File: config.mk
export PLATFORM = sky130hd
export DESIGN_NAME = mux_sel_sequencer
export DESIGN_NICKNAME = d
export VERILOG_FILES = /design/src/rtl/mux_sel_sequencer.sv
export SDC_FILE = /design/constraint.sdc
export NUM_CORES = 1
export LEC_CHECK = 0
export ABC_AREA = 1
export ABC_CLOCK_PERIOD_IN_PS = 2300
export CORE_MARGIN = 10
export CORE_UTILIZATION = 55
export CTS_CLUSTER_SIZE = 25
export DETAILED_ROUTE_END_ITERATION = 10
export GPL_ROUTABILITY_DRIVEN = 0
export GPL_TIMING_DRIVEN = 0
export MAX_ROUTING_LAYER = met4
export PLACE_DENSITY_LB_ADDON = 0.12
export SYNTH_ARGS = -nofsm -noshare
export SYNTH_HDL_FRONTEND = slang
export SYNTH_SLANG_ARGS = --single-unit
File: constraint.sdc
create_clock -name clk -period 2.3 [get_ports clk]
set_clock_uncertainty 0.05 [all_clocks]
set_input_delay 0.23 -clock clk [delete_from_list [all_inputs] [get_ports clk]]
set_output_delay 0.23 -clock clk [all_outputs]
set_load 0.01 [all_outputs]
File: src/rtl/mux_sel_sequencer.sv
// Select-line sequencer for the 3-bit 2:1 data mux: a debounced pushbutton
// and an optional auto timer each toggle s; toggles are counted.
module mux_sel_sequencer #(
  parameter int unsigned DEBOUNCE_CYCLES = 1_000_000,
  parameter int unsigned AUTO_PERIOD     = 100_000_000,
  parameter int unsigned CNT_W           = 8
) (
  input  logic             clk,
  input  logic             reset,
  input  logic             btn,
  input  logic             auto_en,
  input  logic             hold,
  output logic             s,
  output logic             s_changed,
  output logic [CNT_W-1:0] toggle_count
);

  localparam int unsigned DBC_W = (DEBOUNCE_CYCLES > 2) ? $clog2(DEBOUNCE_CYCLES) : 1;
  localparam int unsigned AT_W  = $clog2(AUTO_PERIOD);

  // IDLE sees the first stable sample, so ARM_P/ARM_R only need D-1 more.
  localparam logic [DBC_W-1:0] DBC_LAST = DBC_W'(DEBOUNCE_CYCLES - 2);
  localparam logic [AT_W-1:0]  AT_LAST  = AT_W'(AUTO_PERIOD - 1);

  localparam logic [2:0] IDLE  = 3'd0;
  localparam logic [2:0] ARM_P = 3'd1;
  localparam logic [2:0] PRESS = 3'd2;
  localparam logic [2:0] HELD  = 3'd3;
  localparam logic [2:0] ARM_R = 3'd4;

  logic             btn_m, btn_s;
  logic [2:0]       state, state_nxt;
  logic [DBC_W-1:0] dbc, dbc_nxt;
  logic [AT_W-1:0]  at, at_nxt;
  logic             press_evt, auto_tick, tgl;

  // two-flop synchroniser for the raw button
  always_ff @(posedge clk or posedge reset) begin
    if (reset) begin
      btn_m <= 1'b0;
      btn_s <= 1'b0;
    end else begin
      btn_m <= btn;
      btn_s <= btn_m;
    end
  end

  always_comb begin
    state_nxt = state;
    dbc_nxt   = dbc;
    case (state)
      IDLE: begin
        if (btn_s) begin
          state_nxt = ARM_P;
          dbc_nxt   = '0;
        end
      end
      ARM_P: begin
        if (!btn_s)              state_nxt = IDLE;
        else if (dbc == DBC_LAST) state_nxt = PRESS;
        else                     dbc_nxt   = dbc + 1'b1;
      end
      PRESS: state_nxt = HELD;
      HELD: begin
        if (!btn_s) begin
          state_nxt = ARM_R;
          dbc_nxt   = '0;
        end
      end
      ARM_R: begin
        if (btn_s)               state_nxt = HELD;
        else if (dbc == DBC_LAST) state_nxt = IDLE;
        else                     dbc_nxt   = dbc + 1'b1;
      end
      default: state_nxt = HELD;
    endcase
  end

  // Reset lands in HELD so a button held through reset never toggles.
  always_ff @(posedge clk or posedge reset) begin
    if (reset) begin
      state <= HELD;
      dbc   <= '0;
    end else begin
      state <= state_nxt;
      dbc   <= dbc_nxt;
    end
  end

  assign press_evt = (state == PRESS);
  assign auto_tick = auto_en & (at == AT_LAST);
  assign tgl       = (press_evt | auto_tick) & ~hold;

  // Any accepted toggle (press or tick) restarts the period.
  always_comb begin
    at_nxt = at;
    if (!auto_en)  at_nxt = '0;
    else if (hold) at_nxt = at;
    else if (tgl)  at_nxt = '0;
    else           at_nxt = at + 1'b1;
  end

  always_ff @(posedge clk or posedge reset) begin
    if (reset) begin
      at           <= '0;
      s            <= 1'b0;
      s_changed    <= 1'b0;
      toggle_count <= '0;
    end else begin
      at        <= at_nxt;
      s_changed <= tgl;
      if (tgl) begin
        s            <= ~s;
        toggle_count <= toggle_count + 1'b1;
      end
    end
  end

endmodule

==> results of run 1 <==
==> synth_stat cells, types with 5 or more instances <==
cell type,instances,area share (%)
o21ai_2,21,4.6
nand4_1,9,1.4
nand3b_1,5,0.93
inv_2,6,0.56
dfrtp_1,60,37
xnor2_1,10,2.2
xor2_1,22,4.8
nor2_1,62,5.8
nand2_2,7,1.1
nand3_1,38,4.7
nand2_1,243,23
nor2_2,9,1.4
inv_1,38,3.5
==> critical path, cell delays in order, from the launching register on <==
cell and delay, ns:
dfrtp_1 0.44, ha_1 0.28, inv_1 0.09, nor3_1 0.51
nand4_1 0.15, nand3_1 0.12, nand2_1 0.05
==> worst max-delay path by stage <==
| stage | startpoint | endpoint | slack, ns | cells after the start |
|---|---|---|---|---|
| after floorplan | reset | at[0] | 0.48 | 1 |
| after global placement | reset | at[4] | -0.66 | 2 |
| after detailed placement | dbc[0] | dbc[16] | 0.49 | 10 |
| after CTS | dbc[0] | dbc[16] | 0.48 | 10 |
| after global routing | dbc[0] | dbc[16] | 0.31 | 10 |
| final | dbc[0] | dbc[14] | 0.49 | 6 |
==> through the flow <==
stage | power (W) | std cells | instance area, um2 | setup slack (ns)
floorplan | 0.00201 | 568 | 4030 | 0.482
global placement | 0.00226 | 681 | 4290 | -0.663
detailed placement | 0.00229 | 682 | 4310 | 0.491
CTS | 0.00317 | 697 | 4490 | 0.476
global route | 0.00333 | 697 | 4490 | 0.314
finish | 0.00314 | 697 | 4490 | 0.494
==> flip-flops by register name, indices dropped and copies added (netlist names) <==
register,cells
s_changed,1
btn_m,1
at,27
state,3
toggle_count,8
btn_s,1
s,1
dbc,20
==> power groups by stage <==
stage / sequential (W) / clock [W] / combinational (W)
final: 0.00133 / 0.000882 / 0.000924
after global routing: 0.00135 / 0.000944 / 0.00104
after CTS: 0.00133 / 0.000896 / 0.000936
after detailed placement: 0.00135 / 0 / 0.000934
after global placement: 0.00135 / 0 / 0.000915
after floorplan: 0.00135 / 0 / 0.000659
==> layer usage <==
layer  wire [um]  track usage, %  part of all wire, %
met5           0               -                    0
met4         238            8.12                  2.7
met3         237            2.56                  2.7
met2        4330            28.3                   50
met1        3900            18.5                   45
==> cell families (layout without fill, tap and decap cells) <==
group                      Yosys count  after routing  share of synthesized area, %
and+or+nand+nor                    386            386                          41.1
DFF                                 62             62                          38.6
buffers and inverters               55             85                          6.34
xor gates and xnor gates            32             32                          6.96
AOI/OAI and AO/OA                   29             29                          5.75
adders and majority gates            4              4                          1.24
==> cell type report <==
cell class                 instances  share of cell area, %
timing repair buffer              15                   3.57
clock inverter                     1                  0.111
clock buffer                      14                   3.85
inverter                          47                   3.99
sequential                        62                   34.6
tap                               99                   2.76
buffer                             8                   1.70
multi-input combinational        451                   49.4
==> impl_metrics.ini, run 1 <==
[final_layout]
fin_nets = 603
regArea_um2 = 1550
multi_input_area_um2 = 2220
final_core_util_pct = 62.6
drive_above_1_share_pct = 12.5
mostFrequentLayoutCells = 243 x nand2_1, 62 x nor2_1, 60 x dfrtp_1
areaGrowthSynthToFinish_pct = 11.5
fillCellCount = 660
mostFrequentLayoutCell = nand2_1
antenna_cells = 0

[power_and_ir_drop]
switching_share_pct = 35.0
clkPwrFrac_pct = 28.1
p_sw_w = 0.00110
power_leakage_nw = 2.05
p_int_w = 0.00204
power.share.sequential_pct = 42.5
irDropWorstVdd_mv = 0.725
power_density_nw_per_um2 = 699
comb_power_share_pct = 29.4

[global_routing]
overflow = 0
grt_pass1_vias = 3329
grt_usage_pct = 16.6
grt_max_degree = 34
grt_pass1_wl_mm = 15.0
antenna_found_initial = 0

[cts]
cts_buffer_depth = 2
root_buffer = clkbuf_8
holdBufCountCts = 0
htree_levels = 3
cts_sinks = 62
clk_pin_slew_ns = 0.07
tritoncts = done
clkLatencyLatePin_ns = 0.34
cts_setup_buffers = 0
cts_inserted_buffers = 9
cts_resized = 0

[route]
viasPerCell = 5.02
drc = 0
avgRoutedWirePerCell_um = 12.5
drt_iter0_markers = 146
first_pass_iters = 4
detail-route-antenna-nets = 0
drt_wl_total_mm = 8.71
via_count = 3499

[sta]
slew_violations = 0
hold_violations = 0
fmax_mhz = 554
worstMarginPinSlew_ns = 0.670
holdWs_ns = 0.254
setup_viol = 0
period_minus_slack_ns = 1.81
grt_setup_unrepaired = no
relSlewSlack_pct = 55.2
setup_tns_ns = 0
period_share_pct = 78.5

[critical_path]
r2r_cells = 6
arrival_ns = 1.99
required_ns = 2.48
path_class = reg2reg
timing.rr.end = dbc[14]
reg2reg_from = dbc[0]
critical_path.max_fanout = 6
rrSetupSlack_ns = 0.49
end_kind = register
startpoint_type = register

[logic_synthesis]
seq_area_frac_synth_pct = 38.6
yosysUniqueCellTypes = 30
avgSynthCellArea_um2 = 7.09
synth_edf_count = 0
yosys_most_used_dff = dfrtp_1
syn-cell-area_um2 = 4030
synthCells = 568
async_flop_share_pct = 100
synth-seq-cells = 62
syn_nets = 577
yosysWarnings = 0

[floorplanning]
std_cell_rows = 31
die_x_um = 106
core_area_um2 = 7180
io_pins = 15
die_area_um2 = 11100
start_util_pct = 56.1
fp.dieH_um = 106

[flow_run]
cap_violations = 0

[outcome]
outcome = completed

[hold_path]
hold_path_class = in2async

[placement]
dp_hpwl_mm = 6.51
port_buffers = 14
Power figures use the tool's default switching activity.
==> run 2: changes to the inputs <==
--- a/config.mk
+++ b/config.mk
@@ -6,7 +6,7 @@
 export NUM_CORES = 1
 export LEC_CHECK = 0
 export ABC_AREA = 1
-export ABC_CLOCK_PERIOD_IN_PS = 2300
+export ABC_CLOCK_PERIOD_IN_PS = 1650
 export CORE_MARGIN = 10
 export CORE_UTILIZATION = 55
 export CTS_CLUSTER_SIZE = 25
==> constraint.sdc (replaced) <==
create_clock -name clk -period 1.65 [get_ports clk]
set_clock_uncertainty 0.05 [all_clocks]
set_input_delay 0.165 -clock clk [delete_from_list [all_inputs] [get_ports clk]]
set_output_delay 0.165 -clock clk [all_outputs]
set_load 0.01 [all_outputs]
==> run 2 against run 1 <==
  * Clock power grew 78%
  * Final cell count up 2.2%
  * Critical endpoint is now dbc[1]
  * Largest power group unchanged
  * Die area is the same
  * Critical path depth is 2 higher
  * Critical path type unchanged
  * Maximum frequency rose by 12%
  * Combinational power is 59% higher
  * Sequential power is 41% higher
  * Global-route usage fell by 0.070 points
  * Worst hold slack worse by 0.13 ns
  * Non-clock buffer count is 14 higher
  * Worst setup slack worse by 0.45 ns
==> impl_metrics.ini, run 2 (same netlist as run 1, synthesis figures left out) <==
[outcome]
outcome = completed

[critical_path]
critical_path.max_fanout = 5
slowest_delay_ns = 0.59
arrival_ns = 1.83
cpMostUsedCell = nand2_1
path_class = reg2reg
startpoint_type = register
slowest_stage = dfstp_2
required_ns = 1.87
end_kind = register
path_cells = inv_2 > nor3_4 > nand2_1 > o21ai_2 > nand2_4 > buf_4 > or2_1 > nand2_1

[power_and_ir_drop]
p_total_w = 0.00492
p_int_w = 0.00329
power_density_nw_per_um2 = 1020
clkPwrFrac_pct = 32.0
power.share.sequential_pct = 38.1
p_sw_w = 0.00164
comb_power_share_pct = 29.9
switching_share_pct = 33.2
power_leakage_nw = 2.16
irDropWorstVdd_mv = 0.752

[route]
drt_iter0_markers = 156
drt_wl_total_mm = 8.85
detail-route-antenna-nets = 0
first_pass_iters = 5
drc = 0
viasPerCell = 5.09
avgRoutedWirePerCell_um = 12.4
via_count = 3623

[global_routing]
grt_pass1_wl_mm = 15.1
antenna_found_initial = 0
overflow = 0
grt_pass1_vias = 3347
grt_max_degree = 63
grt_usage_pct = 16.5

[sta]
setup_tns_ns = 0
relSlewSlack_pct = 67.5
slew_violations = 0
hold_violations = 0
holdWs_ns = 0.129
period_minus_slack_ns = 1.61
setup_viol = 0
worstMarginPinSlew_ns = 0.488
period_share_pct = 97.4
grt_setup_unrepaired = yes
fmax_mhz = 622

[final_layout]
largest_register_ff_count = 27
antenna_cells = 0
fin_nets = 617
largest_register = at
final_core_util_pct = 67.0
mostFrequentLayoutCell = nand2_1
areaGrowthSynthToFinish_pct = 19.3
drive_above_1_share_pct = 18.8
top_regs = at (27), dbc (20), toggle_count (8)
mostFrequentLayoutCells = 242 x nand2_1, 56 x nor2_1, 52 x dfrtp_1

[floorplanning]
die_x_um = 106
fp.dieH_um = 106
io_pins = 15
die_area_um2 = 11100
std_cell_rows = 31
start_util_pct = 56.1
core_area_um2 = 7180

[cts]
clkLatencyLatePin_ns = 0.34
tritoncts = done
clk_pin_slew_ns = 0.07
htree_levels = 3
cts_buffer_depth = 2
cts_inserted_buffers = 9
cts_sinks = 62
root_buffer = clkbuf_8

[hold_path]
hold_path_class = in2async

[flow_run]
cap_violations = 0

[placement]
dp_hpwl_mm = 6.36
port_buffers = 14
[run 2: worst paths after layout]
kind	from	to	slack (ns)	cells past startpoint
max	state[0]	dbc[1]	0.04	8
min	reset	btn_m	0.13	2
max reg2reg	state[0]	dbc[1]	0.04	8
min reg2reg	btn_m	btn_s	0.30	0
max in group asynchronous	reset	dbc[10]	0.85	3
min in group clk	btn	btn_m	0.21	1
[run 2: worst max-delay path, delay by kind of cell, from the launching register on]
kind | cells | cell delay, ns
DFF | 1 | 0.59
and+or+nand+nor | 5 | 0.60
AOI/OAI and AO/OA | 1 | 0.09
buffers and inverters | 2 | 0.22
[run 2: cell type report]
type                       count  area, um2
fill                         630       2370
multi-input combinational    451       2330
sequential                    62       1560
timing repair buffer          29        283
inverter                      47        188
clock buffer                  13        169
tap                           99        124
buffer                         8       86.3
clock inverter                 3       65.1
[run 2: metrics by stage]
step                cell area (um2)  setup slack, ns  cells
CTS                            4560          0.00894    699
finish                         4810           0.0424    712
detailed placement             4300           -0.162    681
global placement               4300           -0.148    681
global route                   4810          -0.0379    712
floorplan                      4030           0.0926    568
[run 2: repair_timing]
action | in CTS | in global routing
setup buffers | 2 | 11
gates cloned | 0 | 1
resized for setup | 6 | 31
hold buffers | 0 | 0
setup endpoints to repair | 37 | 55
pin swaps | 0 | 8
[run 2: layer usage]
layer,vias to the layer above,global-route usage [%],share of wire [%]
met1,1684,19.0,43
met2,62,27.7,51
met3,23,2.56,3.5
met4,0,7.74,2.7
li1,1854,-,-
met5,-,-,0
[run 2: power groups by stage]
stage | clock, W | combinational (W) | sequential, W
final | 0.00157 | 0.00147 | 0.00187
after global placement | 0 | 0.00127 | 0.00188
after floorplan | 0 | 0.000919 | 0.00188
after CTS | 0.00160 | 0.00133 | 0.00186
after detailed placement | 0 | 0.00130 | 0.00189
after global routing | 0.00168 | 0.00165 | 0.00190
==> run 3: changes to the inputs <==
--- a/config.mk
+++ b/config.mk
@@ -6,7 +6,6 @@
 export NUM_CORES = 1
 export LEC_CHECK = 0
 export ABC_AREA = 1
-export ABC_CLOCK_PERIOD_IN_PS = 1650
 export CORE_MARGIN = 10
 export CORE_UTILIZATION = 55
 export CTS_CLUSTER_SIZE = 25
==> results of run 3 <==
The final DEF is identical to that of run 2; final timing and power are the same.
==> variant, RTL diff (settings of run 2) <==
`DEBOUNCE_CYCLES`: 1_000_000 -> 2_000_000.
--- a/src/rtl/mux_sel_sequencer.sv
+++ b/src/rtl/mux_sel_sequencer.sv
@@ -1,7 +1,7 @@
 // Select-line sequencer for the 3-bit 2:1 data mux: a debounced pushbutton
 // and an optional auto timer each toggle s; toggles are counted.
 module mux_sel_sequencer #(
-  parameter int unsigned DEBOUNCE_CYCLES = 1_000_000,
+  parameter int unsigned DEBOUNCE_CYCLES = 2_000_000,
   parameter int unsigned AUTO_PERIOD     = 100_000_000,
   parameter int unsigned CNT_W           = 8
 ) (
Formal check against the unedited RTL: same outputs for any inputs over 10 cycles, from zero or initial values and one cycle with reset high; that may be too few to reach the edited logic, so the function may still have changed.
==> variant against run 2 <==
- the flow now finishes with violations (negative setup slack)
- wire length up 11%
- first-iteration DRC count up 56%
- synthesized cell count down 0.35%
- sequential power up 4%
- setup slack worse by 0.090 ns
- via count up 4.1%
- count of clock-buffer cells in the layout down 4
- design area up 4.7%
- sequential cell count up 1
- total power down 0.26%
- synthesized area down 0.90%
- critical endpoint is now state[2]
- highest routed layer unchanged
==> variant: results (changes against run 2) <==
[clocking]
cts_max_path_buffers = 2  ; unchanged
cts_setup_buffers = 5  ; +3
cts_resized = 15  ; +9

[synth]
synthTopCellsByArea = dfrtp_1 (38%), nand2_1 (19%), nor2_1 (6.9%)
ys.flop_type = dfrtp_1
synth_nets = 575  ; -0.35%
post_synth_num_cell_types = 26  ; -13%
synth_compound_area_share_pct = 7.273  ; +1.5 points
synth.avg_cell_area_sq_um = 7.052  ; -0.55%
seq_area_frac_synth_pct = 39.56  ; +0.98 points
yosys-top-cells-count = nand2_1 (203), nor2_1 (73), dfrtp_1 (61), inv_1 (57), nand3_1 (29)
synth_fa_ha_area_share_pct = 1.254  ; +0.011 points
synthXorXnorAreaFrac_pct = 6.803  ; -0.16 points

[finish]
drive_above_1_share_pct = 24.31  ; +5.6 points
nets = 621  ; +0.65%
reg_top3 = at (27), dbc (21), toggle_count (8)
n_fill_cell = 555  ; -12%

[sta]
finalSetupTns_ns = -0.2051  ; -0.2051 ns
finalSetupViolations = 17  ; +17
layout_setup_ws_ns = -0.04769  ; -0.09009 ns
holdWs_ns = 0.1318  ; +0.003165 ns
slew_headroom_pct = 54.18  ; -13 points

[setup_path]
worstPathArrival_ns = 1.90  ; +0.07 ns
worst_path_largest_cell_delay_ns = 0.45  ; -0.14 ns
reg2reg_depth = 10  ; +2
crit_end = state[2]
crit_fanout = 5  ; unchanged
crit_slowest_cell = dfrtp_2
r2r-start = dbc[0]

[power]
total_power_mw = 4.909  ; -0.26%
p_clk_mw = 1.25  ; -20%
p_int_mw = 3.044  ; -7.3%
peakVddDrop_mv = 1.093  ; +45%
leakagePower_nw = 2.164  ; +0.28%
pg_comb_mw = 1.72  ; +17%

[global_routing]
grt_pass1_wl_um = 15520  ; +2.9%
grt_usage_pct = 17.30  ; +0.81 points
grt_max_degree = 64  ; +1.6%
first_global_vias = 3368  ; +0.63%

[placement]
dpl_cell_area_sq_um = 4255  ; -0.93%
dp_hpwl_um = 6436  ; +1.1%
dpl.cell_count = 676  ; -0.73%
dp_worst_setup_slack_ns = -0.2242  ; -0.06180 ns

[detailed_routing]
wl_met2_um = 4499  ; -0.90%
drt-wirelength-per-cell_um = 13.84  ; +11%
avgViaCountPerCell = 5.290  ; +4.0%
routed_wl_um = 9866  ; +11%
wl_met3_um = 598  ; +95%
drt-met1-wl_um = 4636  ; +23%
dr.max_layer_used = met4
drtIter0Drc = 243  ; +56%
drtPass1Iterations = 5  ; unchanged

[outcome]
outcome = finished with violations
violations = negative setup slack

## variant: changes by cell type after synthesis, sizes merged, moves of 2 or more
cell    change
nor2       +10
xor2        -5
o21bai      -3
nand3       -9
inv        +15
nand3b      -3
xnor2       +4
o21ai      +11
nand2      -37
clkinv      -2
o22ai      +12
nand4       +3
## variant: area by class of cell
| type | count | area, sq um | area share (%) |
|---|---|---|---|
| plain buffers | 9 | 97.59 | 1.939 |
| clock buffers | 9 | 123.9 | 2.461 |
| clock inverters | 7 | 55.05 | 1.094 |
| inverters | 60 | 231.5 | 4.599 |
| multi-input cells | 435 | 2465 | 48.97 |
| flip-flops and latches | 63 | 1588 | 31.54 |
| well taps | 96 | 120.1 | 2.386 |
| repair buffers | 34 | 352.8 | 7.010 |
## variant: routing by layer
| layer | vias to the layer above | track usage, % |
|---|---|---|
| met4 | 0 | 4.118 |
| met1 | 1760 | 22.54 |
| met2 | 111 | 25.91 |
| met5 | - | - |
| li1 | 1880 | - |
| met3 | 21 | 4.853 |
